==> src/rtl/pacman_mover_if.sv <==
// Draw handshake between the Pac-Man mover and the 5x5 sprite drawer.
// The mover owns go and the sprite description; the drawer answers with busy.
interface pacman_mover_if;
   logic        go;
   logic        busy;
   logic [7:0]  x_out;
   logic [6:0]  y_out;
   logic [24:0] shape;

   modport master (
      output go,
      output x_out,
      output y_out,
      output shape,
      input  busy
   );

   modport slave (
      input  go,
      input  x_out,
      input  y_out,
      input  shape,
      output busy
   );
endinterface

==> src/rtl/pacman_mover.sv <==
// Pac-Man tile mover: on each rate tick, steps one tile in the latched direction,
// animates the mouth, and hands the new sprite to the 5x5 drawer over a go/busy handshake.
// Macro PACMAN_WRAP_EN: when defined, moves off an edge wrap to the opposite edge;
// otherwise they are refused and flagged on blocked.
module pacman_mover #(
   parameter logic [7:0] X_MAX   = 8'd31,
   parameter logic [6:0] Y_MAX   = 7'd23,
   parameter logic [7:0] START_X = 8'd15,
   parameter logic [6:0] START_Y = 7'd11
) (
   input  logic          clock,
   input  logic          reset,
   input  logic          tick,
   input  logic [2:0]    dir_in,
   output logic          blocked,
   pacman_mover_if.master draw
);

   // Row-major 5x5 bitmaps, bit 24 = row 0 col 0.
   localparam logic [24:0] SHAPE_CLOSED = 25'h0EFFFEE;
   localparam logic [24:0] SHAPE_RIGHT  = 25'h0EF73CE;  // 01110 11110 11100 11110 01110
   localparam logic [24:0] SHAPE_LEFT   = 25'h0E79DEE;  // right, mirrored left/right
   localparam logic [24:0] SHAPE_DOWN   = 25'h0EFFF60;  // right, transposed
   localparam logic [24:0] SHAPE_UP     = 25'h00DFFEE;  // down, mirrored top/bottom

   typedef enum logic [2:0] {
      StIdle,
      StStep,
      StIssue,
      StWaitAck,
      StWaitDone
   } state_e;

   state_e      state_q;
   logic        pending_q;
   logic [2:0]  dir_q;
   logic        go_q;
   logic [7:0]  x_q;
   logic [6:0]  y_q;
   logic        frame_q;
   logic [24:0] shape_q;
   logic        blocked_q;

   logic [7:0]  x_next;
   logic [6:0]  y_next;
   logic        block_next;
   logic [24:0] open_shape;

   // Candidate position for the latched direction; edge test happens before any add/subtract.
   always_comb begin
      x_next     = x_q;
      y_next     = y_q;
      block_next = 1'b0;
      unique case (dir_q[1:0])
         2'b00: begin
            if (x_q == X_MAX) begin
`ifdef PACMAN_WRAP_EN
               x_next = 8'd0;
`else
               block_next = 1'b1;
`endif
            end else begin
               x_next = x_q + 8'd1;
            end
         end
         2'b01: begin
            if (x_q == 8'd0) begin
`ifdef PACMAN_WRAP_EN
               x_next = X_MAX;
`else
               block_next = 1'b1;
`endif
            end else begin
               x_next = x_q - 8'd1;
            end
         end
         2'b10: begin
            if (y_q == 7'd0) begin
`ifdef PACMAN_WRAP_EN
               y_next = Y_MAX;
`else
               block_next = 1'b1;
`endif
            end else begin
               y_next = y_q - 7'd1;
            end
         end
         2'b11: begin
            if (y_q == Y_MAX) begin
`ifdef PACMAN_WRAP_EN
               y_next = 7'd0;
`else
               block_next = 1'b1;
`endif
            end else begin
               y_next = y_q + 7'd1;
            end
         end
         default: ;
      endcase
   end

   // Open-mouth bitmap facing the latched direction.
   always_comb begin
      open_shape = SHAPE_RIGHT;
      unique case (dir_q[1:0])
         2'b00:   open_shape = SHAPE_RIGHT;
         2'b01:   open_shape = SHAPE_LEFT;
         2'b10:   open_shape = SHAPE_UP;
         2'b11:   open_shape = SHAPE_DOWN;
         default: open_shape = SHAPE_RIGHT;
      endcase
   end

   // Move/draw sequencer with one-deep tick buffering; all outputs registered.
   always_ff @(posedge clock or posedge reset) begin
      if (reset) begin
         state_q   <= StIdle;
         pending_q <= 1'b0;
         dir_q     <= 3'b000;
         go_q      <= 1'b0;
         x_q       <= START_X;
         y_q       <= START_Y;
         frame_q   <= 1'b0;
         shape_q   <= SHAPE_CLOSED;
         blocked_q <= 1'b0;
      end else begin
         go_q <= 1'b0;
         if (state_q != StIdle && tick) begin
            pending_q <= 1'b1;
         end
         case (state_q)
            StIdle: begin
               if (tick || pending_q) begin
                  dir_q <= dir_in;
                  // A tick landing on the cycle the pending one is consumed re-arms it.
                  pending_q <= pending_q && tick;
                  state_q   <= StStep;
               end
            end
            StStep: begin
               if (dir_q[2]) begin
                  x_q       <= x_next;
                  y_q       <= y_next;
                  blocked_q <= block_next;
                  frame_q   <= ~frame_q;
                  // Frame flips, so the new sprite is open when the old frame was closed.
                  shape_q   <= frame_q ? SHAPE_CLOSED : open_shape;
               end else begin
                  blocked_q <= 1'b0;
               end
               state_q <= StIssue;
            end
            StIssue: begin
               if (!draw.busy) begin
                  go_q    <= 1'b1;
                  state_q <= StWaitAck;
               end
            end
            StWaitAck: begin
               if (draw.busy) begin
                  state_q <= StWaitDone;
               end
            end
            StWaitDone: begin
               if (!draw.busy) begin
                  state_q <= StIdle;
               end
            end
            default: state_q <= StIdle;
         endcase
      end
   end

   assign draw.go    = go_q;
   assign draw.x_out = x_q;
   assign draw.y_out = y_q;
   assign draw.shape = shape_q;
   assign blocked    = blocked_q;

endmodule

==> src/flat_wrapper.sv <==
// flat-port wrapper written by rule: the top's interface ports become plain ports
module pacman_mover_flat 
#(
   parameter logic [7:0] X_MAX   = 8'd31,
   parameter logic [6:0] Y_MAX   = 7'd23,
   parameter logic [7:0] START_X = 8'd15,
   parameter logic [6:0] START_Y = 7'd11
)
  (clock, reset, tick, dir_in, blocked, draw_go, draw_x_out, draw_y_out, draw_shape, draw_busy);
  pacman_mover_if draw_i ();
  input  logic clock;
  input  logic reset;
  input  logic tick;
  input  logic [2:0] dir_in;
  output logic blocked;
  output wire logic [$bits(draw_i.go)-1:0] draw_go;
  output wire logic [$bits(draw_i.x_out)-1:0] draw_x_out;
  output wire logic [$bits(draw_i.y_out)-1:0] draw_y_out;
  output wire logic [$bits(draw_i.shape)-1:0] draw_shape;
  input wire logic [$bits(draw_i.busy)-1:0] draw_busy;
  assign draw_go = draw_i.go;
  assign draw_x_out = draw_i.x_out;
  assign draw_y_out = draw_i.y_out;
  assign draw_shape = draw_i.shape;
  assign draw_i.busy = draw_busy;
  pacman_mover #(.X_MAX(X_MAX), .Y_MAX(Y_MAX), .START_X(START_X), .START_Y(START_Y)) u_core (.clock(clock), .reset(reset), .tick(tick), .dir_in(dir_in), .blocked(blocked), .draw(draw_i));
endmodule
==> config.mk <==
export PLATFORM = sky130hd
export DESIGN_NAME = pacman_mover_flat
export DESIGN_NICKNAME = d
export VERILOG_FILES = /design/src/rtl/pacman_mover_if.sv /design/src/rtl/pacman_mover.sv /design/src/flat_wrapper.sv
export SDC_FILE = /design/constraint.sdc
export NUM_CORES = 1
export LEC_CHECK = 0
export CAP_MARGIN = 20
export CORE_ASPECT_RATIO = 1.5
export CORE_MARGIN = 1.5
export CORE_UTILIZATION = 35
export CTS_BUF_LIST = sky130_fd_sc_hd__clkbuf_2
export DETAILED_ROUTE_END_ITERATION = 10
export SLEW_MARGIN = 20
export SYNTH_ARGS = -nofsm -noshare
export SYNTH_HDL_FRONTEND = slang
export SYNTH_SLANG_ARGS = --single-unit
==> constraint.sdc <==
create_clock -name clock -period 3.5 [get_ports clock]
set_clock_uncertainty 0.05 [all_clocks]
set_input_delay 1.05 -clock clock [delete_from_list [all_inputs] [get_ports clock]]
set_output_delay 1.05 -clock clock [all_outputs]
set_load 0.05 [all_outputs]
==> impl_metrics.csv, run 1 <==
group,metric,value,unit
place,dp_hpwl,2680,µm
worst_setup_path,path_buf_inv,1,
global_routing,gr-total-overflow,0,
worst_setup_path,cp_max_fo,6,
floorplan,die_width,63.2,µm
place,gp_congestion,0.741,
worst_setup_path,cp_slowest_cell,"clkdlybuf4s50_1",
global_routing,grt_pass1_wl,6310,µm
finish,final_nets,238,
clock_network,clock-sinks,29,
worst_setup_path,path_cells,"clkdlybuf4s50_1",
sta,rsz0062_at_grt,"no",
synthesis,synth_top_flop_cell,"dfrtp_1",
detailed_routing,firstDrtPassIters,4,
synthesis,ys_ff_latch,29,
detailed_routing,wl_met1,1540,µm
sta,totalNegativeSetupSlack,0,ns
global_routing,track_usage,0.134,
floorplan,core-area,0.00520,mm²
flow_run,max_cap_viol_count,0,
synthesis,ys_types,49,
hold_path,worstHoldPathType,"reg2reg",
clock_network,cts_buffer_depth,2,
sta,hold_viol,0,
outcome,status,"completed",
finish,final_cell_mix,"clkdlybuf4s50_1, nor2_1, dfrtp_1",
detailed_routing,wl_met2,1940,µm
sta,slew_headroom,0.591,
finish,final_common_cell,"clkdlybuf4s50_1",
sta,period_minus_slack,2.90,ns
clock_network,cts_root_buffer,"clkbuf_2",
detailed_routing,via_per_inst,4.99,
worst_setup_path,crit_arrival,1.80,ns
worst_setup_path,cp_data_required_time,2.40,ns
detailed_routing,drc_errors,0,
synthesis,synth-edff-count,0,
synthesis,async_reset_ff_frac,1.00,
worst_setup_path,slowest_delay,0.82,ns
floorplan,fp.dieH,93.3,µm
worst_setup_path,endpoint_kind,"output pin",
sta,drv_slew,0,
detailed_routing,dr.first_iter.drc_count,51,
detailed_routing,top_layer,"met4",
worst_setup_path,crit_family,"buffers and inverters",
finish,area_growth,18.4,%
sta,period_share,0.828,
worst_setup_path,path_class,"reg2out",
detailed_routing,vias,1456,
synthesis,synth_cells,197,
sta,tightest_slew,0.607,ns
floorplan,start_util,0.365,
clock_network,cts_hold_buf,0,
synthesis,yosysWarnings,0,
global_routing,antenna_found_initial,0,
floorplan,rows,32,
place,portBuffers,39,
synthesis,synth_area_per_cell,9.65,µm²
finish,antenna_cells,0,
clock_network,cts_resized,0,
detailed_routing,ant_nets,0,
clock_network,cts_buffers,5,
worst_setup_path,cp-start-kind,"flip-flop",
detailed_routing,dr_wl_met3,133,µm
floorplan,dieArea,0.00589,mm²
clock_network,cts_htree_levels,2,
synthesis,syn_area,0.00190,mm²
clock_network,cts_setup_buffers,0,
synthesis,ys_seq_area_frac,0.389,
global_routing,grt_start_max_net_pins,30,
sta,setup-violations-final,0,
global_routing,grt_pass1_vias,1388,
finish,drive_gt1_frac,0.179,
floorplan,io_pins,49,
clock_network,insertion_delay,0.35,ns
detailed_routing,post_drt_wl_per_cell,12.5,µm
clock_network,clk_pin_slew,0.16,ns
detailed_routing,wl,3660,µm
sta,clock.fmax,0.345,GHz
clock_network,cts_tree,"built",
## path summary, 6_finish.rpt
| kind | startpoint | to | slack (ns) | cells after the start |
|---|---|---|---|---|
| min reg2reg | u_core.dir_q[2]$_DFFE_PP0P_ | u_core.dir_q[2]$_DFFE_PP0P_ | 0.47 | 1 |
| min in group asynchronous | reset | u_core.draw.y_out[2]$_DFFE_PP0P_ | 1.00 | 3 |
| min | u_core.dir_q[2]$_DFFE_PP0P_ | u_core.dir_q[2]$_DFFE_PP0P_ | 0.47 | 1 |
| max in group asynchronous | reset | u_core.draw.x_out[3]$_DFFE_PP1P_ | 2.07 | 3 |
| max | u_core.draw.y_out[0]$_DFFE_PP1P_ | draw_y_out[0] | 0.60 | 1 |
| max reg2reg | u_core.dir_q[0]$_DFFE_PP0P_ | u_core.draw.y_out[6]$_DFFE_PP0P_ | 1.02 | 7 |
## sequential cells by signal, summed over array words and instances (netlist names)
register / count
u_core.blocked: 1
u_core.dir_q: 3
u_core.draw.go: 1
u_core.draw.shape: 4
u_core.draw.x_out: 8
u_core.draw.y_out: 7
u_core.frame_q: 1
u_core.pending_q: 1
u_core.state_q: 3
## synth_stat cells (all sizes together), types with 2 or more instances
master / instances / area [µm²]
a211oi: 3 / 22.5
a21oi: 10 / 53.8
and2b: 2 / 17.5
and3: 2 / 12.5
buf: 25 / 193
clkbuf: 4 / 18.8
conb: 2 / 7.51
dfrtp: 18 / 450
dfstp: 11 / 289
ha: 7 / 87.6
inv: 4 / 15.0
mux2: 9 / 105
nand2: 15 / 63.8
nand3: 11 / 55.1
nand4: 2 / 12.5
nor2: 20 / 75.1
nor3: 4 / 20.0
nor4: 3 / 18.8
o211ai: 2 / 20.0
o21ai: 5 / 25.0
or2: 2 / 12.5
or3: 5 / 36.3
xnor2: 12 / 105
xor2: 2 / 17.5
## cells by family (layout without fill, tap and decap cells)
kind of cell | count (synthesis) | in the layout | synth area share
XOR/XNOR | 14 | 14 | 0.0645
buffers and inverters | 33 | 53 | 0.119
AND/OR/NAND/NOR | 75 | 75 | 0.211
other | 2 | 9 | 0.00395
AO/OA/AOI/OAI | 26 | 26 | 0.0955
multiplexers | 10 | 10 | 0.0606
adder cells (fa/ha/maj) | 8 | 8 | 0.0566
flip-flops | 29 | 29 | 0.389
## stage by stage
step / hold slack, ns / cell area [µm²] / worst slack (ns) / utilization / instances
global placement: 0.434 / 2210 / 0.917 / 0.425 / 284
global route: 0.490 / 2250 / 0.520 / 0.432 / 292
floorplan: 0.422 / 1930 / 1.32 / - / 204
CTS: 0.476 / 2250 / 0.573 / 0.432 / 292
detailed placement: 0.439 / 2210 / 0.859 / 0.425 / 284
finish: 0.469 / 2250 / 0.602 / 0.432 / 292
## per-layer routing
layer  up-vias  GRT usage
met5         -          0
met1       706      0.155
met3         5     0.0277
met2        38      0.241
li1        707          -
met4         0     0.0500
## cell type report
cell class	count	area (µm²)
clock buffers	5	25.0
clock inverters	3	12.5
fillers	537	2960
inverters	4	15.0
multi-input cells	142	967
flip-flops and latches	29	739
well taps	68	85.1
repair buffers	41	405
Power of run 1 is left out: the tool's default activity adds up to more than one toggle a clock period on the data nets, which glitch-free logic cannot reach.
==> run 2, diff against run 1 <==
clock period = 2.6 ns   (was 3.5 ns; I/O delays follow)
==> impl_metrics.csv, run 2 (synthesis gave the netlist of run 1 again) <==
group,metric,value,unit
outcome,status,"completed",
worst_setup_path,path_buf_inv,1,
sta,totalNegativeSetupSlack,0,ns
worst_setup_path,slowest_delay,0.84,ns
finish,final_cell_mix,"nor2_1, dfrtp_1, clkdlybuf4s50_1",
worst_setup_path,path_cells,"clkdlybuf4s50_1",
hold_path,worstHoldPathType,"reg2reg",
sta,hold_viol,0,
sta,period_minus_slack,2.50,ns
detailed_routing,wl,3660,µm
global_routing,grt_start_max_net_pins,30,
detailed_routing,vias,1453,
finish,final_common_cell,"nor2_1",
clock_network,cts_tree,"built",
flow_run,max_cap_viol_count,0,
worst_setup_path,crit_family,"buffers and inverters",
clock_network,cts_htree_levels,2,
sta,drv_slew,0,
finish,antenna_cells,0,
clock_network,insertion_delay,0.35,ns
clock_network,cts_hold_buf,0,
clock_network,cts_buffers,5,
detailed_routing,firstDrtPassIters,4,
place,dp_hpwl,2670,µm
sta,slew_headroom,0.657,
detailed_routing,post_drt_wl_per_cell,12.4,µm
floorplan,die_width,63.2,µm
detailed_routing,dr.first_iter.drc_count,19,
clock_network,cts_setup_buffers,0,
finish,drive_gt1_frac,0.215,
global_routing,grt_pass1_wl,6020,µm
worst_setup_path,endpoint_kind,"output pin",
floorplan,dieArea,0.00589,mm²
worst_setup_path,cp-start-kind,"flip-flop",
worst_setup_path,cp_data_required_time,1.77,ns
place,gp_congestion,0.815,
floorplan,start_util,0.365,
detailed_routing,drc_errors,0,
floorplan,fp.dieH,93.3,µm
finish,final_nets,242,
sta,tightest_slew,0.514,ns
detailed_routing,ant_nets,0,
global_routing,track_usage,0.130,
worst_setup_path,cp_slowest_cell,"clkdlybuf4s50_1",
floorplan,io_pins,49,
detailed_routing,via_per_inst,4.91,
sta,rsz0062_at_grt,"no",
sta,period_share,0.961,
floorplan,rows,32,
sta,setup-violations-final,0,
worst_setup_path,cp_max_fo,6,
clock_network,clock-sinks,29,
clock_network,cts_buffer_depth,2,
worst_setup_path,crit_arrival,1.67,ns
clock_network,clk_pin_slew,0.15,ns
global_routing,gr-total-overflow,0,
place,portBuffers,39,
finish,post-route-util,0.433,
global_routing,antenna_found_initial,0,
floorplan,core-area,0.00520,mm²
finish,area_growth,18.7,%
worst_setup_path,path_class,"reg2out",
finish,largest_reg_flops,8,
global_routing,grt_pass1_vias,1313,
clock_network,cts_root_buffer,"clkbuf_2",
sta,clock.fmax,0.400,GHz
[run 2: routing by layer]
layer	vias to the layer above	routed length, µm	track usage
met1	693	1600	0.153
met5	-	0	0
met3	7	148	0.0265
met4	0	58	0.0574
met2	38	1860	0.226
li1	715	-	-
[run 2: path summary, 6_finish.rpt]
kind | startpoint | endpoint | slack [ns] | cells after the start
hold reg to reg | u_core.draw.x_out[6]$_DFFE_PP0P_ | u_core.draw.x_out[6]$_DFFE_PP0P_ | 0.47 | 1
max in group asynchronous | reset | u_core.draw.y_out[3]$_DFFE_PP1P_ | 1.45 | 3
setup / recovery | u_core.draw.x_out[4]$_DFFE_PP0P_ | draw_x_out[4] | 0.10 | 1
setup reg to reg | u_core.dir_q[1]$_DFFE_PP0P_ | u_core.draw.y_out[6]$_DFFE_PP0P_ | 0.54 | 7
hold / removal | u_core.draw.x_out[6]$_DFFE_PP0P_ | u_core.draw.x_out[6]$_DFFE_PP0P_ | 0.47 | 1
min in group asynchronous | reset | u_core.draw.y_out[2]$_DFFE_PP0P_ | 0.73 | 3
[run 2: layout make-up]
| class | instances | area, µm² |
|---|---|---|
| fill | 545 | 2950 |
| multi-input combinational | 142 | 967 |
| sequential | 29 | 739 |
| timing repair buffer | 45 | 412 |
| tap | 68 | 85.1 |
| clock buffer | 5 | 25.0 |
| inverter | 4 | 15.0 |
| clock inverter | 3 | 12.5 |
[run 2: what timing repair did]
item	in CTS	in global routing
gates resized for setup	15	3
setup endpoints to repair	18	3
cloned	0	0
[run 2: stage by stage]
step	cells	instance area (µm²)	setup WS (ns)	hold slack, ns
2_1_floorplan	204	1930	0.417	0.422
3_3_place_gp	288	2230	0.419	0.434
3_5_place_dp	288	2230	0.406	0.443
4_1_cts	296	2250	0.00416	0.478
5_1_grt	296	2260	0.0266	0.496
6_report	296	2260	0.101	0.471
Power of run 2 is left out for the same reason.
